$ cat src/rtl/package_settings.sv
// Project-wide settings shared by the acquisition chain.
// SIZE_FILTER_DATA is the MSB index of the filter output, so samples are
// SIZE_FILTER_DATA+1 bits wide and signed.
package package_settings;
  localparam int SIZE_FILTER_DATA = 15;
endpackage

$ cat src/rtl/cusp_seq_pkg.sv
// Shared types and constants for the cusp peak sequencer.
//   DATA_W      : full signed sample width (SIZE_FILTER_DATA+1)
//   LOST_W      : width of the saturating lost-crossing counter
//   *_DEF       : parameter defaults for the sequencer
//   seq_state_t : sequencer FSM states
package cusp_seq_pkg;
  import package_settings::*;

  localparam int DATA_W        = SIZE_FILTER_DATA + 1;
  localparam int LOST_W        = 16;
  localparam int SHAPE_LEN_DEF = 32;
  localparam int DEAD_TIME_DEF = 16;
  localparam int TS_W_DEF      = 32;

  typedef enum logic [2:0] {
    ST_IDLE   = 3'd0,
    ST_ARMED  = 3'd1,
    ST_SEARCH = 3'd2,
    ST_OUTPUT = 3'd3,
    ST_DEAD   = 3'd4
  } seq_state_t;
endpackage

$ cat src/rtl/thr_cross_det.sv
// Threshold crossing detector.
// Compares each filter sample against the trigger level (signed, strict),
// keeps a registered copy of the comparison and flags the rising crossing.
//   clk, reset   : clock, asynchronous active-low reset
//   filter_data  : signed filter sample
//   threshold    : signed trigger level
//   above        : filter_data > threshold for the current sample
//   crossing     : above now, not above on the previous sample
module thr_cross_det
  import cusp_seq_pkg::*;
(
  input  logic                     clk,
  input  logic                     reset,
  input  logic signed [DATA_W-1:0] filter_data,
  input  logic signed [DATA_W-1:0] threshold,
  output logic                     above,
  output logic                     crossing
);

  logic above_q;

  // Both operands are declared signed, so this is a signed compare.
  assign above    = (filter_data > threshold);
  assign crossing = above & ~above_q;

  // NOTE: sequential state uses non-blocking assignments so every flop
  // samples pre-edge values regardless of process evaluation order.
  always_ff @(posedge clk or negedge reset) begin
    if (!reset) above_q <= 1'b0;
    else        above_q <= above;
  end

endmodule

$ cat src/rtl/cusp_peak_sequencer.sv
// Acquisition sequencer behind the cusp-like shaping filter.
// Arms on a fresh threshold crossing, tracks the pulse to its peak (or to a
// SHAPE_LEN timeout, flagged as pile-up), offers one event over valid/ready,
// then holds off for DEAD_TIME cycles and until the signal drops below the
// threshold before re-arming. Crossings seen while an event is pending or
// during dead time are counted in a saturating counter.
//   clk, reset  : clock, asynchronous active-low reset
//   filter_data : signed filter sample, one per clock
//   threshold   : signed trigger level
//   enable      : acquisition enable
//   ev_valid    : event available         ev_ready : readout accepts event
//   ev_amp      : signed peak amplitude   ev_time  : timestamp of the peak
//   ev_pileup   : peak not found within SHAPE_LEN
//   busy        : state is SEARCH, OUTPUT or DEAD
//   lost_count  : crossings missed while an event was pending or in dead time
module cusp_peak_sequencer
  import cusp_seq_pkg::*;
#(
  parameter int SHAPE_LEN = SHAPE_LEN_DEF,
  parameter int DEAD_TIME = DEAD_TIME_DEF,
  parameter int TS_W      = TS_W_DEF
) (
  input  logic                     clk,
  input  logic                     reset,
  input  logic signed [DATA_W-1:0] filter_data,
  input  logic signed [DATA_W-1:0] threshold,
  input  logic                     enable,
  output logic                     ev_valid,
  input  logic                     ev_ready,
  output logic signed [DATA_W-1:0] ev_amp,
  output logic        [TS_W-1:0]   ev_time,
  output logic                     ev_pileup,
  output logic                     busy,
  output logic        [LOST_W-1:0] lost_count
);

  localparam int CNT_W  = $clog2(SHAPE_LEN);
  localparam int DEAD_W = (DEAD_TIME > 1) ? $clog2(DEAD_TIME) : 1;

  localparam logic [CNT_W-1:0]  CNT_LAST  = CNT_W'(SHAPE_LEN - 1);
  localparam logic [DEAD_W-1:0] DEAD_LOAD = DEAD_W'(DEAD_TIME - 1);

  seq_state_t state_q, state_d;

  logic        [TS_W-1:0]   ts_q;
  logic signed [DATA_W-1:0] amp_q;
  logic        [TS_W-1:0]   t_pk_q;
  logic        [CNT_W-1:0]  cnt_q;
  logic        [DEAD_W-1:0] dead_q;

  logic above, crossing;

  // FSM strobes
  logic arm_load;
  logic latch_ev;
  logic latch_pileup;
  logic load_dead;
  logic xfer;

  // Peak tracking helpers
  logic                     greater;
  logic                     falling;
  logic                     timeout;
  logic signed [DATA_W-1:0] amp_new;
  logic        [TS_W-1:0]   t_new;

  thr_cross_det u_cross (
    .clk         (clk),
    .reset       (reset),
    .filter_data (filter_data),
    .threshold   (threshold),
    .above       (above),
    .crossing    (crossing)
  );

  // Ties keep the earlier sample: only a strictly larger value moves the peak.
  assign greater = (filter_data > amp_q);
  assign falling = (filter_data < amp_q);
  assign timeout = (cnt_q == CNT_LAST);
  // On a fall greater is 0, so amp_new/t_new equal the tracked peak; on a
  // timeout they also absorb the final search sample.
  assign amp_new = greater ? filter_data : amp_q;
  assign t_new   = greater ? ts_q        : t_pk_q;

  always_ff @(posedge clk or negedge reset) begin
    if (!reset) state_q <= ST_IDLE;
    else        state_q <= state_d;
  end

  // NOTE: every signal driven here gets a default first, so no path can
  // leave it unassigned and infer a latch.
  always_comb begin
    state_d      = state_q;
    arm_load     = 1'b0;
    latch_ev     = 1'b0;
    latch_pileup = 1'b0;
    load_dead    = 1'b0;
    xfer         = 1'b0;

    unique case (state_q)
      ST_IDLE: begin
        if (enable) state_d = ST_ARMED;
      end

      ST_ARMED: begin
        if (!enable) begin
          state_d = ST_IDLE;
        end else if (crossing) begin
          arm_load = 1'b1;
          state_d  = ST_SEARCH;
        end
      end

      ST_SEARCH: begin
        if (!enable) begin
          state_d = ST_IDLE;
        end else if (falling) begin
          // A fall takes precedence over a coincident timeout.
          latch_ev = 1'b1;
          state_d  = ST_OUTPUT;
        end else if (timeout) begin
          latch_ev     = 1'b1;
          latch_pileup = 1'b1;
          state_d      = ST_OUTPUT;
        end
      end

      ST_OUTPUT: begin
        // ev_valid is high for the whole OUTPUT state, so ready alone
        // marks the transfer edge. A disabled sequencer still delivers.
        if (ev_ready) begin
          xfer = 1'b1;
          if (enable) begin
            load_dead = 1'b1;
            state_d   = ST_DEAD;
          end else begin
            state_d = ST_IDLE;
          end
        end
      end

      ST_DEAD: begin
        if (!enable) begin
          state_d = ST_IDLE;
        end else if (dead_q == '0 && !above) begin
          state_d = ST_ARMED;
        end
      end

      default: state_d = ST_IDLE;
    endcase
  end

  // Free-running timestamp; wraps naturally at TS_W bits.
  always_ff @(posedge clk or negedge reset) begin
    if (!reset) ts_q <= '0;
    else        ts_q <= ts_q + 1'b1;
  end

  // Peak tracker: seeded by the crossing sample, updated on strict rises.
  always_ff @(posedge clk or negedge reset) begin
    if (!reset) begin
      amp_q  <= '0;
      t_pk_q <= '0;
      cnt_q  <= '0;
    end else if (arm_load) begin
      amp_q  <= filter_data;
      t_pk_q <= ts_q;
      cnt_q  <= '0;
    end else if (state_q == ST_SEARCH) begin
      cnt_q <= cnt_q + 1'b1;
      if (greater) begin
        amp_q  <= filter_data;
        t_pk_q <= ts_q;
      end
    end
  end

  // Event registers: loaded once on peak/timeout, then held until transfer.
  always_ff @(posedge clk or negedge reset) begin
    if (!reset) begin
      ev_valid  <= 1'b0;
      ev_amp    <= '0;
      ev_time   <= '0;
      ev_pileup <= 1'b0;
    end else if (latch_ev) begin
      ev_valid  <= 1'b1;
      ev_amp    <= amp_new;
      ev_time   <= t_new;
      ev_pileup <= latch_pileup;
    end else if (xfer) begin
      ev_valid <= 1'b0;
    end
  end

  // Dead counter holds DEAD_TIME-1 on entry, so DEAD lasts DEAD_TIME
  // cycles minimum before the re-arm condition is even looked at.
  always_ff @(posedge clk or negedge reset) begin
    if (!reset) begin
      dead_q <= '0;
    end else if (load_dead) begin
      dead_q <= DEAD_LOAD;
    end else if (state_q == ST_DEAD && dead_q != '0) begin
      dead_q <= dead_q - 1'b1;
    end
  end

  // busy is registered from the next state so it lines up with state_q.
  always_ff @(posedge clk or negedge reset) begin
    if (!reset) busy <= 1'b0;
    else        busy <= (state_d != ST_IDLE) && (state_d != ST_ARMED);
  end

  always_ff @(posedge clk or negedge reset) begin
    if (!reset) begin
      lost_count <= '0;
    end else if (crossing && (state_q == ST_OUTPUT || state_q == ST_DEAD)
                 && lost_count != '1) begin
      lost_count <= lost_count + 1'b1;
    end
  end

endmodule

$ cat config.mk
export PLATFORM = sky130hd
export DESIGN_NAME = cusp_peak_sequencer
export DESIGN_NICKNAME = d
export VERILOG_FILES = /design/src/rtl/package_settings.sv /design/src/rtl/cusp_seq_pkg.sv /design/src/rtl/thr_cross_det.sv /design/src/rtl/cusp_peak_sequencer.sv
export SDC_FILE = /design/constraint.sdc
export NUM_CORES = 1
export LEC_CHECK = 0
export BUFFER_PORTS_ARGS = -buffer_cell sky130_fd_sc_hd__buf_2
export CORE_ASPECT_RATIO = 1.25
export CORE_UTILIZATION = 28
export DETAILED_ROUTE_END_ITERATION = 8
export PLACE_DENSITY_LB_ADDON = 0.15
export SLEW_MARGIN = 20
export SYNTH_ARGS = -nofsm -noshare
export SYNTH_HDL_FRONTEND = slang
export SYNTH_SLANG_ARGS = --single-unit
$ cat constraint.sdc
create_clock -name clk -period 3.31 [get_ports clk]
set_input_delay 0.662 -clock clk [delete_from_list [all_inputs] [get_ports clk]]
set_output_delay 0.662 -clock clk [all_outputs]
set_load 0.01 [all_outputs]
## Word-level counts from Yosys, hierarchy flattened

Index checks and enable logic that the tools add are counted.

| operators by class | value |
|---|---|
| bitwise logic cells | 2 |
| multiplexer cells | 38 |
| reductions and logical operators | 14 |
| magnitude comparators | 3 |
| equal/unequal tests | 7 |
| add/sub/neg operators | 4 |

Operators by type and width:

| operator | count |
|---|---|
| 32-bit 2-to-1 mux | 3 |
| 16-bit 2-to-1 mux | 3 |
| 32-bit by 1-bit adder with 32-bit output (second input constant) | 1 |
| 16-bit > comparator | 2 |
| 3-bit 2-to-1 mux | 10 |
| 1-bit 2-to-1 mux | 17 |
| 16-bit by 1-bit adder with 16-bit output (second input constant) | 1 |
| 16-bit < comparator | 1 |
| 16-bit inequality test (second input constant) | 1 |
| 3-bit one-hot mux with 5 select lines | 1 |
| 5-bit 2-to-1 mux | 2 |
| 4-bit 2-to-1 mux | 2 |
| 3-bit by 2-bit == test with 1-bit output (second input constant) | 2 |
| 2-bit nonzero test | 3 |
| 5-bit by 1-bit adder with 5-bit output (second input constant) | 1 |
| 5-bit == test (second input constant) | 1 |
| 1-bit logical AND | 5 |
| 4-bit logical NOT | 1 |
| 4-bit nonzero test | 1 |
| 4-bit by 1-bit subtractor with 4-bit output (second input constant) | 1 |
| 3-bit by 1-bit == test with 1-bit output (second input constant) | 1 |
| 3-bit == test (second input constant) | 1 |
| 3-bit logical NOT | 1 |
| 3-bit by 1-bit inequality test with 1-bit output (second input constant) | 1 |
| other kinds (5) | 5 |

| storage, ports and cells | value |
|---|---|
| register bits after elaboration | 160 |
| output and inout bits | 67 |
| input bits | 36 |

## Longest topological paths before layout

| logic depth | value |
|---|---|
| depth in word-level cells | 8 |
| mapped depth | 11 |
| mapped depth without buffers | 9 |

## Hierarchy

A second synthesis with hierarchy kept.

| unflattened totals | value |
|---|---|
| cell total of the unflattened synthesis | 756 |
| area total of the unflattened synthesis | 7831.3 sq um |

By module, submodules not included:

| module | area an instance (sq um) | times used | cells each |
|---|---|---|---|
| cusp_peak_sequencer | 7343.3 | 1 | 696 |
| thr_cross_det | 488.0 | 1 | 60 |

## Worst setup path before layout

Ideal clock, no wire load.

| path | value |
|---|---|
| path type | input to register |
| start | in threshold[5] |
| end | reg amp_q[0] |
| slack | 0.124 ns |
| cell stages on the path | 11 |
| data required time | 3.185 ns |
| path buffers | 2 |
| arrival time | 3.061 ns |
| cell sequence | inv_1 ha_1 a21oi_1 o21ai_0 a221o_1 nor4_1 nor3_2 a31oi_1 buf_2 buf_2 mux2_2 |

| between the ends | value |
|---|---|
| word-level cells in the longest chain between the ends | 6 |

Ends and longest elaborated chain:

| element | RTL line | source |
|---|---|---|
| from (decl) | cusp_peak_sequencer.sv:26 | `input logic signed [DATA_W-1:0] threshold,` |
| 16-bit > comparator (*) | thr_cross_det.sv:23 | `assign above = (filter_data > threshold);` |
| 1-bit AND (*) | thr_cross_det.sv:24 | `assign crossing = above & ~above_q;` |
| 1-bit 2-to-1 mux (*) | cusp_peak_sequencer.sv:108 | `end else if (crossing) begin` |
| 1-bit 2-to-1 mux (*) | cusp_peak_sequencer.sv:106 | `if (!enable) begin` |
| 1-bit 2-to-1 mux (*) | cusp_peak_sequencer.sv:100 | `unique case (state_q)` |
| 16-bit 2-to-1 mux or 2-bit nonzero test (tied branches) | - |  |
| to (signal assigned) | cusp_peak_sequencer.sv:167 | `amp_q <= filter_data;` |
| to (signal assigned) | cusp_peak_sequencer.sv:173 | `amp_q <= filter_data;` |
| to (decl) | cusp_peak_sequencer.sv:46 | `logic signed [DATA_W-1:0] amp_q;` |

Mark *: on every way between the ends. The rest lies on a longest branch, timed or not.
A chain may end at the register's enable or synchronous reset.

## Worst setup path in the final report

| path | value |
|---|---|
| start | in filter_data[14] |
| end | reg lost_count[9] |

| between the ends | value |
|---|---|
| word-level cells in the longest chain between the ends | 4 |

Ends and longest elaborated chain:

| element | RTL line | source |
|---|---|---|
| from (decl) | cusp_peak_sequencer.sv:25 | `input logic signed [DATA_W-1:0] filter_data,` |
| 16-bit > comparator | thr_cross_det.sv:23 |  |
| 1-bit AND | thr_cross_det.sv:24 |  |
| 1-bit logical AND | cusp_peak_sequencer.sv:217 | `end else if (crossing && (state_q == ST_OUTPUT \|\| state_q == ST_DEAD)` |
| 1-bit logical AND | cusp_peak_sequencer.sv:218 | `&& lost_count != '1) begin` |
| to (signal assigned) | cusp_peak_sequencer.sv:219 | `lost_count <= lost_count + 1'b1;` |
| to (decl) | cusp_peak_sequencer.sv:34 | `output logic [LOST_W-1:0] lost_count` |

Every way passes these cells.

==> metrics.md <==
| Metric | Value |
|---|---|
| Sequential share of power | 0.420 |
| Post-route setup slack | 0.305 ns |
| Synth unique cells | 47 |
| Slew @ Worst Pin | 0.665 ns |
| Hold Path Class | in -> async |
| Clock Skews | 0.0104 ns |
| Routed Antenna Nets | 0 |
| VDD IR max | 372 uV |
| Syn Std Cell Area | 7690 um2 |
| Resized Gates After CTS | 0 |
| Post-CTS Setup Bufs | 0 |
| Global Route Usage Sum | 0.146 |
| Clk sinks | 160 |
| Hpwl dp | 13700 um |
| Starting density of the core | 0.286 |
| Worst path bufs/invs | 2 |
| CTS Root Cell | clkbuf_16 |
| Post-CTS Hold Fix Bufs | 0 |
| Post-DP Area | 8940 um2 |
| Critical path type | in -> reg |
| Fin area | 9560 um2 |
| Synth Warn # | 0 |
| DP Worst Slack | -0.158 ns |
| Clock Pin Slew Worst Setup and Hold Paths | 0.07 ns |
| Final nets | 867 |
| Syn Nets | 734 |
| Crit path cell chain | buf_2 -> ha_1 -> nand4_1 -> or4_4 -> a21oi_2 -> nor4_1 -> or4b_1 -> buf_4 -> nor4b_1 -> xor2_1 |
| Final Util | 0.355 |
| Initial antenna violation count | 0 |
| WL/cell | 16.6 um |
| Family with the most delay on the worst path | simple AND/OR/NAND/NOR gates |
| Leak | 4.48 nW |
| Syn_area_per_cell | 11.6 um2 |
| Area growth, synth to finish | 24.2% |
| Max_cap viols | 0 |
| Final GP Congestion | 0.775 |
| Async S/R FF share, synth | 1.00 |
| Required @ worst endpoint | 3.67 ns |
| Largest cells by area after synthesis | dfrtp_1 52%, mux2_2 7.2%, o221a_2 7.0%, ha_1 6.0%, nand2b_1 4.1% |
| Global-route wire length before repair | 31600 um |
| Total power | 6.72 mW |
| Crit path max fanout | 15 |
| Die Y | 187 um |
| Seq cells post-synth | 160 |
| GRT overflow | 0 |
| Sequential area share after synthesis | 0.520 |
| CP peak stage delay | 0.58 ns |
| Clock latency on the worst-skew pair | 0.43 ns |
| CP startpoint kind | primary input |
| Synth top area share | 0.520 |
| Setup violators final | 0 |
| Num CTS Buffers | 17 |
| Layout cells sized above 1 | 0.349 |
| DR pass1 iterations | 4 |
| # H-tree levels | 4 |
| EDFF count, synth | 0 |
| Clk network pwr share | 0.309 |
| Slew Limit Fails | 0 |
| # diodes | 0 |
| Pint | 4.67 mW |
| CTS tree | yes |
| Core Region | 26900 um2 |
| Die area | 28100 um2 |
| Area leader, netlist | dfrtp_1 |
| Relative slew slack | 0.557 |
| Fin Hold WS | 0.243 ns |
| Cell Rows | 67 |
| Syn Inst Count | 661 |
| RSZ-0062 raised after global routing | no |
| Sw Pwr | 2.05 mW |
| Ys flop type | dfrtp_1 |
| Min cycle time layout | 3.00 ns |
| Vias in the first global route | 5899 |
| Layout filler cell count | 2718 |
| Setup crit end kind | register |
| Drt total wl | 19200 um |
| Pwr/cell area | 703 nW/um2 |
| Post-route DRC violation count | 0 |
| DR vias | 5491 |
| Number of vias per cell | 4.77 |
| Sw Share | 0.305 |
| Pin count of the biggest net entering global routing | 66 |
| CP Data Arrival Time | 3.36 ns |
| Gate power share | 0.271 |
| Fmax | 0.333 GHz |
| Die Span X | 150 um |
| Final Hold Fails | 0 |
| Outcome | finished, final reports clean |
| Maximum clock path buffer count | 2 |
| Final period util | 0.908 |
| Slowest cell on the critical path | or4_4 |
| First DRT Iteration DRCs | 245 |
| IO Count | 103 |
| # port buffers | 102 |
[sequential cells by signal, summed over array words and instances, names as in the netlist]
name and cells:
ev_amp 16, ev_time 32, ev_valid 1, t_pk_q 32, lost_count 16, dead_q 4
cnt_q 5, ts_q 32, state_q 3, u_cross.above_q 1, ev_pileup 1, amp_q 16
busy 1
[worst paths after layout]
path                                       from             to  slack (ns)  depth (start not counted)
worst max-delay path            filter_data[14]  lost_count[9]        0.31                         10
worst min-delay path                      reset     ev_amp[12]        0.24                          1
worst max register to register         amp_q[1]     t_pk_q[13]        0.34                         10
worst min register to register         ev_valid       ev_valid        0.48                          1
max in group asynchronous                 reset       cnt_q[4]        2.39                          2
min in group clk                       ev_valid       ev_valid        0.48                          1
[synthesized netlist by cell type, types with 2 or more instances]
library cell / instances
a211o_1: 2
a21o_1: 5
a21oi_1: 12
a31oi_1: 4
and2_1: 4
and3_1: 5
and4_1: 5
buf_2: 8
clkbuf_1: 16
dfrtp_1: 160
ha_1: 37
inv_1: 44
mux2_2: 49
nand2_1: 44
nand2b_1: 50
nand3_1: 21
nand4_1: 13
nor2_1: 27
nor2b_1: 2
nor3_1: 10
nor3b_1: 3
nor4_1: 5
nor4_2: 3
nor4b_1: 2
o211ai_1: 3
o21ai_0: 5
o221a_2: 48
o31ai_1: 2
or2_2: 2
or3_1: 3
or4_1: 3
xnor2_1: 22
xor2_1: 28
[metrics by stage]
stage                     cells  setup TNS (ns)
after CTS                  1152               0
after global routing       1152               0
after global placement     1120           -3.17
after floorplan             661               0
final                      1152               0
after detailed placement   1120           -4.55
[metal layers]
layer | wire (um) | GRT usage | vias up
li1 | - | - | 2620
met1 | 8290 | 0.176 | 2776
met2 | 9950 | 0.252 | 76
met3 | 630 | 0.0346 | 19
met4 | 306 | 0.0458 | 0
met5 | 0 | 0 | -
[cells in the final DEF (no fill, tap or decap), types with 4 or more instances in the layout]
master	n
buf_4	31
nand4_1	13
nor4_1	5
dfrtp_1	160
mux2_2	49
xor2_1	28
buf_2	101
nand2_1	44
o21ai_0	4
nand3_1	21
nand2b_1	50
and3_1	5
ha_1	37
nor2_1	27
inv_1	44
buf_12	7
clkinv_4	4
and4_1	4
and2_1	4
a21oi_1	12
clkbuf_16	17
nor3_1	10
o221a_2	48
a21o_1	5
xnor2_1	22
[power groups by stage]
stage | Combinational [mW] | Sequential (mW) | Clock, mW
final | 1.82 | 2.82 | 2.08
after global routing | 2.03 | 2.89 | 2.23
after CTS | 1.86 | 2.83 | 2.15
after detailed placement | 1.86 | 2.86 | 0
after global placement | 1.82 | 2.84 | 0
after floorplan | 0.958 | 2.92 | 0
[layout make-up]
type	count	area, um2	share of cell area
clock inverter	11	156	0.0164
clock buffer	21	460	0.0482
tap	345	432	0.0452
inverter	44	165	0.0173
sequential	160	4000	0.419
multi-input combinational	431	3450	0.361
timing repair buffer	140	890	0.0931
[cell families (layout without fill, tap and decap cells)]
family,after synthesis,in the layout,synth area share
AO/OA/AOI/OAI,87,87,0.104
multiplexers,49,49,0.0717
buffers and inverters,70,216,0.0364
flip-flops,160,160,0.520
XOR/XNOR,50,50,0.0569
AND/OR/NAND/NOR,208,208,0.151
adder cells (fa/ha/maj),37,37,0.0602
Power figures use the tool's default switching activity.
